**src/rtl/keypad_emu_pkg.sv**
```systemverilog
// Shared types and constants for the keypad emulator: FSM states, keypad geometry,
// and the key-code to row/column mapping (key = row*3 + col).
package keypad_emu_pkg;

    typedef enum logic [1:0] {
        IDLE  = 2'd0,
        LOAD  = 2'd1,
        PRESS = 2'd2,
        GAP   = 2'd3
    } state_t;

    localparam int KEY_MAX  = 11;
    localparam int NUM_ROWS = 4;
    localparam int NUM_COLS = 3;
    localparam int KEY_W    = 4;

    function automatic logic [1:0] key_row(input logic [KEY_W-1:0] k);
        return 2'(k / 4'd3);
    endfunction

    function automatic logic [1:0] key_col(input logic [KEY_W-1:0] k);
        return 2'(k % 4'd3);
    endfunction

endpackage

```
**src/rtl/keypad_fifo.sv**
```systemverilog
// Small FIFO for queued key codes. Pointers carry one extra wrap bit so that
// full and empty are distinguishable; storage itself is never reset.
module keypad_fifo #(
    parameter int DEPTH = 4,
    parameter int WIDTH = 4
) (
    input  logic             clk,
    input  logic             rst_n,
    input  logic             clr,
    input  logic             push,
    input  logic             pop,
    input  logic [WIDTH-1:0] din,
    output logic [WIDTH-1:0] dout,
    output logic             full,
    output logic             empty
);
    localparam int AW = $clog2(DEPTH);

    logic [WIDTH-1:0] mem [DEPTH];
    logic [AW:0]      wr_ptr;
    logic [AW:0]      rd_ptr;

    always_ff @(posedge clk) begin
        if (!rst_n || clr) begin
            wr_ptr <= '0;
            rd_ptr <= '0;
        end else begin
            if (push) wr_ptr <= wr_ptr + 1'b1;
            if (pop)  rd_ptr <= rd_ptr + 1'b1;
        end
    end

    // The caller only pushes when there is room (or a pop frees the head slot).
    always_ff @(posedge clk) begin
        if (push && !clr) mem[wr_ptr[AW-1:0]] <= din;
    end

    assign dout  = mem[rd_ptr[AW-1:0]];
    assign empty = (wr_ptr == rd_ptr);
    assign full  = (wr_ptr[AW] != rd_ptr[AW]) && (wr_ptr[AW-1:0] == rd_ptr[AW-1:0]);

endmodule

```
**src/rtl/keypad_emu.sv**
```systemverilog
// Keypad emulator: plays queued key codes onto the row return lines of a
// column-scanned 4x3 keypad, holding each key for HOLD_CYCLES then releasing for GAP_CYCLES.
//
// state | meaning
// IDLE  | no key active; leaves for LOAD as soon as the queue is non-empty
// LOAD  | pop queue head into cur_key, clear counter
// PRESS | key held; row follows the key's column line
// GAP   | key released; done pulses on exit
module keypad_emu
    import keypad_emu_pkg::*;
#(
    parameter int HOLD_CYCLES = 1000000,
    parameter int GAP_CYCLES  = 500000,
    parameter int DEPTH       = 4
) (
    input  logic                clk,
    input  logic                rst_n,
    input  logic [NUM_COLS-1:0] col,
    output logic [NUM_ROWS-1:0] row,
    input  logic                push,
    input  logic [KEY_W-1:0]    key_in,
    input  logic                abort,
    output logic                full,
    output logic                busy,
    output logic                done,
    output logic                err
);
    localparam int MAX_CYC = (HOLD_CYCLES > GAP_CYCLES) ? HOLD_CYCLES : GAP_CYCLES;
    localparam int CNT_W   = (MAX_CYC > 1) ? $clog2(MAX_CYC) : 1;
    localparam logic [CNT_W-1:0] HOLD_TC = CNT_W'(HOLD_CYCLES - 1);
    localparam logic [CNT_W-1:0] GAP_TC  = CNT_W'(GAP_CYCLES - 1);

    state_t              state;
    logic [CNT_W-1:0]    cnt;
    logic [KEY_W-1:0]    cur_key;
    logic [KEY_W-1:0]    fifo_dout;
    logic                fifo_empty;
    logic                key_ok;
    logic                pop_ok;
    logic                push_ok;
    logic [NUM_ROWS-1:0] row_next;

    assign key_ok  = (key_in <= KEY_W'(KEY_MAX));
    assign pop_ok  = (state == LOAD) && !abort;
    // A pop in the same cycle frees the head slot, so a full queue can still accept.
    assign push_ok = push && !abort && key_ok && (!full || pop_ok);

    keypad_fifo #(
        .DEPTH (DEPTH),
        .WIDTH (KEY_W)
    ) u_fifo (
        .clk   (clk),
        .rst_n (rst_n),
        .clr   (abort),
        .push  (push_ok),
        .pop   (pop_ok),
        .din   (key_in),
        .dout  (fifo_dout),
        .full  (full),
        .empty (fifo_empty)
    );

    always_comb begin
        row_next = '0;
        if (state == PRESS && col[key_col(cur_key)]) begin
            row_next[key_row(cur_key)] = 1'b1;
        end
    end

    always_ff @(posedge clk) begin
        if (!rst_n) begin
            state   <= IDLE;
            cnt     <= '0;
            cur_key <= '0;
            row     <= '0;
            done    <= 1'b0;
            err     <= 1'b0;
        end else if (abort) begin
            state <= IDLE;
            cnt   <= '0;
            row   <= '0;
            done  <= 1'b0;
            err   <= 1'b0;
        end else begin
            row  <= row_next;
            done <= 1'b0;
            err  <= push && !push_ok;
            case (state)
                IDLE: begin
                    cnt <= '0;
                    if (!fifo_empty) state <= LOAD;
                end
                LOAD: begin
                    cur_key <= fifo_dout;
                    cnt     <= '0;
                    state   <= PRESS;
                end
                PRESS: begin
                    if (cnt == HOLD_TC) begin
                        cnt   <= '0;
                        state <= GAP;
                    end else begin
                        cnt <= cnt + 1'b1;
                    end
                end
                GAP: begin
                    if (cnt == GAP_TC) begin
                        cnt   <= '0;
                        state <= IDLE;
                        done  <= 1'b1;
                    end else begin
                        cnt <= cnt + 1'b1;
                    end
                end
                default: state <= IDLE;
            endcase
        end
    end

    assign busy = (state != IDLE) || !fifo_empty;

endmodule

```
**config.mk**
```make
export PLATFORM = sky130hd
export DESIGN_NAME = keypad_emu
export DESIGN_NICKNAME = d
export VERILOG_FILES = /design/src/rtl/keypad_emu_pkg.sv /design/src/rtl/keypad_fifo.sv /design/src/rtl/keypad_emu.sv
export SDC_FILE = /design/constraint.sdc
export NUM_CORES = 1
export LEC_CHECK = 0
export ABC_CLOCK_PERIOD_IN_PS = 2600
export BUFFER_PORTS_ARGS = -buffer_cell sky130_fd_sc_hd__buf_2
export CAP_MARGIN = 40
export CORE_MARGIN = 2
export CORE_UTILIZATION = 30
export DETAILED_ROUTE_END_ITERATION = 8
export PLACE_DENSITY = 0.56
export SYNTH_ARGS = -nofsm -noshare
export SYNTH_HDL_FRONTEND = slang
export SYNTH_HIERARCHICAL = 1
export SYNTH_SLANG_ARGS = --single-unit
```
**constraint.sdc**
```tcl
create_clock -name clk -period 2.6 [get_ports clk]
set_input_delay 0 -clock clk [delete_from_list [all_inputs] [get_ports clk]]
set_output_delay 0 -clock clk [all_outputs]
set_load 0.02 [all_outputs]
```
==> impl_metrics.xml <==
<?xml version="1.0" encoding="UTF-8"?>
<metrics>
  <group name="status">
    <metric name="outcome" unit="">complete, no violations</metric>
  </group>
  <group name="timing">
    <metric name="min_period_over_period" unit="">0.9307</metric>
    <metric name="headroom_to_the_max_slew_limit" unit="">0.6799</metric>
    <metric name="tightest_slew" unit="ns">0.4791</metric>
    <metric name="setup_total_negative_slack" unit="ns">0</metric>
    <metric name="unrepaired_setup_endpoints_after_global_routing" unit="">false</metric>
    <metric name="timing_hold_violations_final" unit="">0</metric>
    <metric name="skew" unit="ns">0.007550</metric>
    <metric name="period_minus_slack" unit="ns">2.420</metric>
    <metric name="setup_violations" unit="">0</metric>
    <metric name="finalMaxSlewViolations" unit="">0</metric>
    <metric name="fmax" unit="MHz">413.3</metric>
  </group>
  <group name="logic_synthesis">
    <metric name="synth.ff_latch_count" unit="">56</metric>
    <metric name="async_flop_share" unit="">0</metric>
    <metric name="postSynthAreaPerCell" unit="sq um">10.99</metric>
    <metric name="synth_warnings" unit="">6</metric>
    <metric name="netlist.area_leader.share" unit="">0.3101</metric>
    <metric name="ys_top_cells_by_area" unit="">dfxtp_1 31%, edfxtp_1 19%, ha_1 6.3%</metric>
    <metric name="synth_area_leader_cell" unit="">dfxtp_1</metric>
    <metric name="postSynthCellCount" unit="">235</metric>
    <metric name="ys_seq_area_frac" unit="">0.4961</metric>
    <metric name="synth_enable_flop_cells" unit="">16</metric>
    <metric name="synth_fp_nets" unit="">259</metric>
    <metric name="syn_area" unit="sq um">2582</metric>
    <metric name="primary_flip_flop_cell_chosen_by_synthesis_mapping" unit="">dfxtp_1</metric>
    <metric name="ys_types" unit="">42</metric>
  </group>
  <group name="placement">
    <metric name="post-dp-hpwl" unit="microns">3295</metric>
    <metric name="gp_congestion" unit="">0.7104</metric>
    <metric name="place.port_buffers" unit="">18</metric>
  </group>
  <group name="critical_path">
    <metric name="crit_path_max_fanout" unit="">5</metric>
    <metric name="timing_worst_setup_path_type" unit="">register to register</metric>
    <metric name="critical-path-top-delay-family" unit="">adder cells</metric>
    <metric name="cp_num_cells" unit="">11</metric>
    <metric name="timing.rr.end" unit="">row[1]</metric>
    <metric name="reg2reg_slack" unit="ns">0.18</metric>
    <metric name="required_time_worst_endpoint" unit="ns">2.79</metric>
    <metric name="worst_setup_path_end_kind" unit="">register</metric>
    <metric name="slowest_delay" unit="ns">0.36</metric>
    <metric name="critical_path.reg2reg.startpoint" unit="">cur_key[2]</metric>
    <metric name="critical_path.cell_chain" unit="">nor2b_2 &gt; ha_1 &gt; inv_1 &gt; ha_1 &gt; or2_2 &gt; o21ai_0 &gt; ha_1 &gt; mux2_2 &gt; a22o_1 &gt; nand3_1 &gt; nor3_1</metric>
    <metric name="reg2regPathDepth" unit="">11</metric>
    <metric name="cpMostUsedCell" unit="">ha_1</metric>
    <metric name="critPathArrivalTime" unit="ns">2.61</metric>
    <metric name="buffers_plus_inverters_on_the_worst_setup_path" unit="">1</metric>
    <metric name="critical_path.startpoint" unit="">cur_key[2]</metric>
    <metric name="cell_at_the_slowest_stage_of_the_critical_path" unit="">dfxtp_2</metric>
    <metric name="crit_path_start_kind" unit="">register</metric>
    <metric name="timing.critical_path.to" unit="">row[1]</metric>
  </group>
  <group name="power_and_ir_drop">
    <metric name="pd_cells" unit="nW/um^2">484.6</metric>
    <metric name="clock_power_share" unit="">0.330</metric>
    <metric name="peakVddDrop" unit="mV">0.2077</metric>
    <metric name="design_power_total" unit="mW">1.437</metric>
    <metric name="seq_power_share" unit="">0.629</metric>
    <metric name="leakage" unit="nW">1.067</metric>
    <metric name="power.net_switching" unit="uW">314.4</metric>
    <metric name="p_int" unit="mW">1.123</metric>
    <metric name="pwr-share-comb" unit="">0.041</metric>
    <metric name="power_switching_share" unit="">0.2188</metric>
  </group>
  <group name="floorplan">
    <metric name="dieWidth" unit="microns">96.78</metric>
    <metric name="start_util" unit="">0.3112</metric>
    <metric name="placementRows" unit="">33</metric>
    <metric name="floorplan.core_area" unit="sq um">8299</metric>
    <metric name="dieArea" unit="sq um">9366</metric>
    <metric name="boundaryPins" unit="">19</metric>
    <metric name="die_h" unit="microns">96.78</metric>
  </group>
  <group name="drt">
    <metric name="via_per_inst" unit="">4.690</metric>
    <metric name="1st_iter_drt_viols" unit="">51</metric>
    <metric name="detailroute.via_count" unit="">1754</metric>
    <metric name="routed_wl" unit="microns">4589</metric>
    <metric name="drt_drc_violations_left" unit="">0</metric>
    <metric name="routedWlPerCell" unit="microns">12.27</metric>
    <metric name="final_antenna_net_count" unit="">0</metric>
    <metric name="detailedRoute.firstPassIterationCount" unit="">4</metric>
  </group>
  <group name="global_route">
    <metric name="grt_pass1_vias" unit="">1662</metric>
    <metric name="grt_antenna_before_repair" unit="">0</metric>
    <metric name="grt_pass1_wl" unit="microns">7707</metric>
    <metric name="grt_start_max_net_pins" unit="">21</metric>
    <metric name="gr-total-overflow" unit="">0</metric>
    <metric name="grt.total_usage" unit="">0.1008</metric>
  </group>
  <group name="hold_path">
    <metric name="tightest_hold_check_type" unit="">input port to register</metric>
  </group>
  <group name="clock_tree">
    <metric name="maximum_clock_path_buffer_count" unit="">2</metric>
    <metric name="clkLatencyLatePin" unit="ns">0.31</metric>
    <metric name="postCtsSetupBuffers" unit="">0</metric>
    <metric name="cts_max_level" unit="">2</metric>
    <metric name="path_clk_slew" unit="ns">0.10</metric>
    <metric name="cts_made_buffers" unit="">5</metric>
    <metric name="clock_sink_count" unit="">56</metric>
    <metric name="tritoncts" unit="">built</metric>
    <metric name="clockRootBuffer" unit="">clkbuf_8</metric>
  </group>
  <group name="layout">
    <metric name="layout_commonest_cell" unit="">dfxtp_1</metric>
    <metric name="syn2layout_area_growth" unit="%">14.83</metric>
    <metric name="final_nets" unit="">292</metric>
    <metric name="layout.filler_cells" unit="">813</metric>
    <metric name="final_antenna_diode_count" unit="">0</metric>
    <metric name="layout-drive-gt1-share" unit="">0.1524</metric>
    <metric name="most-common-layout-cells" unit="">39 x dfxtp_1, 30 x nor2_1, 18 x buf_2</metric>
  </group>
  <group name="run">
    <metric name="drv.max_cap_violation_count" unit="">0</metric>
  </group>
</metrics>
==> timing repair <==
| action | 4_1_cts | 5_1_grt |
|---|---|---|
| hold endpoints to repair | 20 | 0 |
| endpoints found under the setup margin | 0 | 2 |
| resized for setup | 0 | 3 |
| hold buffers | 6 | 0 |
==> state kept, by name, indices dropped and copies added, names as in the netlist, named ones only <==
signal and flops:
cnt 20, cur_key 4, done 1, err 1, row 4, state 2, u_fifo/mem 16, u_fifo/rd_ptr 3
u_fifo/wr_ptr 3
==> worst min-delay path by stage <==
stage / slack (ns) / endpoint / startpoint / cells after the start
after floorplan: 0.1 / u_fifo/mem[0][0] / key_in[0] / 0
after global placement: 0.22 / u_fifo/mem[3][0] / key_in[0] / 1
after detailed placement: 0.22 / u_fifo/mem[3][0] / key_in[0] / 1
after CTS: 0.08 / err / abort / 3
after global routing: 0.08 / err / abort / 3
final: 0.08 / err / abort / 3
==> metrics by stage <==
step / hold WS [ns] / std cells / area (sq um) / setup slack, ns / util
finish: 0.07979 / 374 / 2965 / 0.1802 / 0.3573
global route: 0.08268 / 374 / 2965 / 0.01151 / 0.3573
CTS: 0.08352 / 374 / 2957 / 0.1267 / 0.3562
detailed placement: 0.2233 / 360 / 2811 / 0.1588 / 0.3388
global placement: 0.2168 / 360 / 2811 / 0.2124 / 0.3388
floorplan: 0.09887 / 235 / 2582 / 0.3101 / -
==> worst reg2reg max path, stage by stage, from the launching register on <==
cell and delay (ns):
dfxtp_2 0.36, nor2b_2 0.16, ha_1 0.15, inv_1 0.04
ha_1 0.22, or2_2 0.28, o21ai_0 0.13, ha_1 0.30
mux2_2 0.27, a22o_1 0.22, nand3_1 0.11, nor3_1 0.07
==> final cells by class <==
type | instances | area (sq um) | area share
repair buffers | 28 | 180.2 | 0.06076
inverters | 10 | 37.54 | 0.01266
clock buffers | 7 | 76.32 | 0.02574
clock inverters | 1 | 8.758 | 0.002954
multi-input cells | 167 | 1249 | 0.4211
well taps | 105 | 131.4 | 0.04430
flip-flops and latches | 56 | 1282 | 0.4325
==> logic make-up (layout without fill, tap and decap cells) <==
kind of cell,count (synthesis),after routing,synth area share
compound gates,17,17,0.05136
xor+xnor,24,24,0.08140
fa+ha+maj,13,13,0.06299
buf+inv,12,46,0.02326
flops,56,56,0.4961
mux,12,12,0.07267
simple gates,101,101,0.2122
==> cells in the mapped netlist (all sizes together), types with 2 or more instances <==
cell / count
a21boi: 2
nor3b: 4
nor3: 7
nand3b: 3
ha: 13
o21ai: 3
inv: 10
nand2b: 2
mux4: 4
and3: 4
dfxtp: 40
nand2: 13
nand4: 4
nand3: 9
a21bo: 2
and4: 4
mux2: 2
nor2: 30
buf: 2
xor2: 15
a21oi: 3
and2: 7
edfxtp: 16
mux2i: 6
nor2b: 8
xnor2: 9
==> power by group through the flow <==
stage          clock network, mW  logic (mW)  registers [mW]
4_1_cts                    0.487      0.0599           0.903
3_5_place_dp                   0      0.0526           0.924
5_1_grt                    0.527      0.0662           0.904
2_1_floorplan                  0      0.0292           0.924
6_report                   0.474      0.0595           0.903
3_3_place_gp                   0      0.0527           0.923
==> per-layer routing <==
| layer | vias to the layer above | wire length [microns] | part of all wire | global-route usage |
|---|---|---|---|---|
| li1 | 893 | - | - | - |
| met1 | 834 | 2317 | 0.50 | 0.1293 |
| met2 | 22 | 2061 | 0.45 | 0.1640 |
| met3 | 5 | 126 | 0.027 | 0.02457 |
| met4 | 0 | 83 | 0.018 | 0.03900 |
| met5 | - | 0 | 0 | 0 |
No activity file was read; power rests on OpenSTA's default activity.
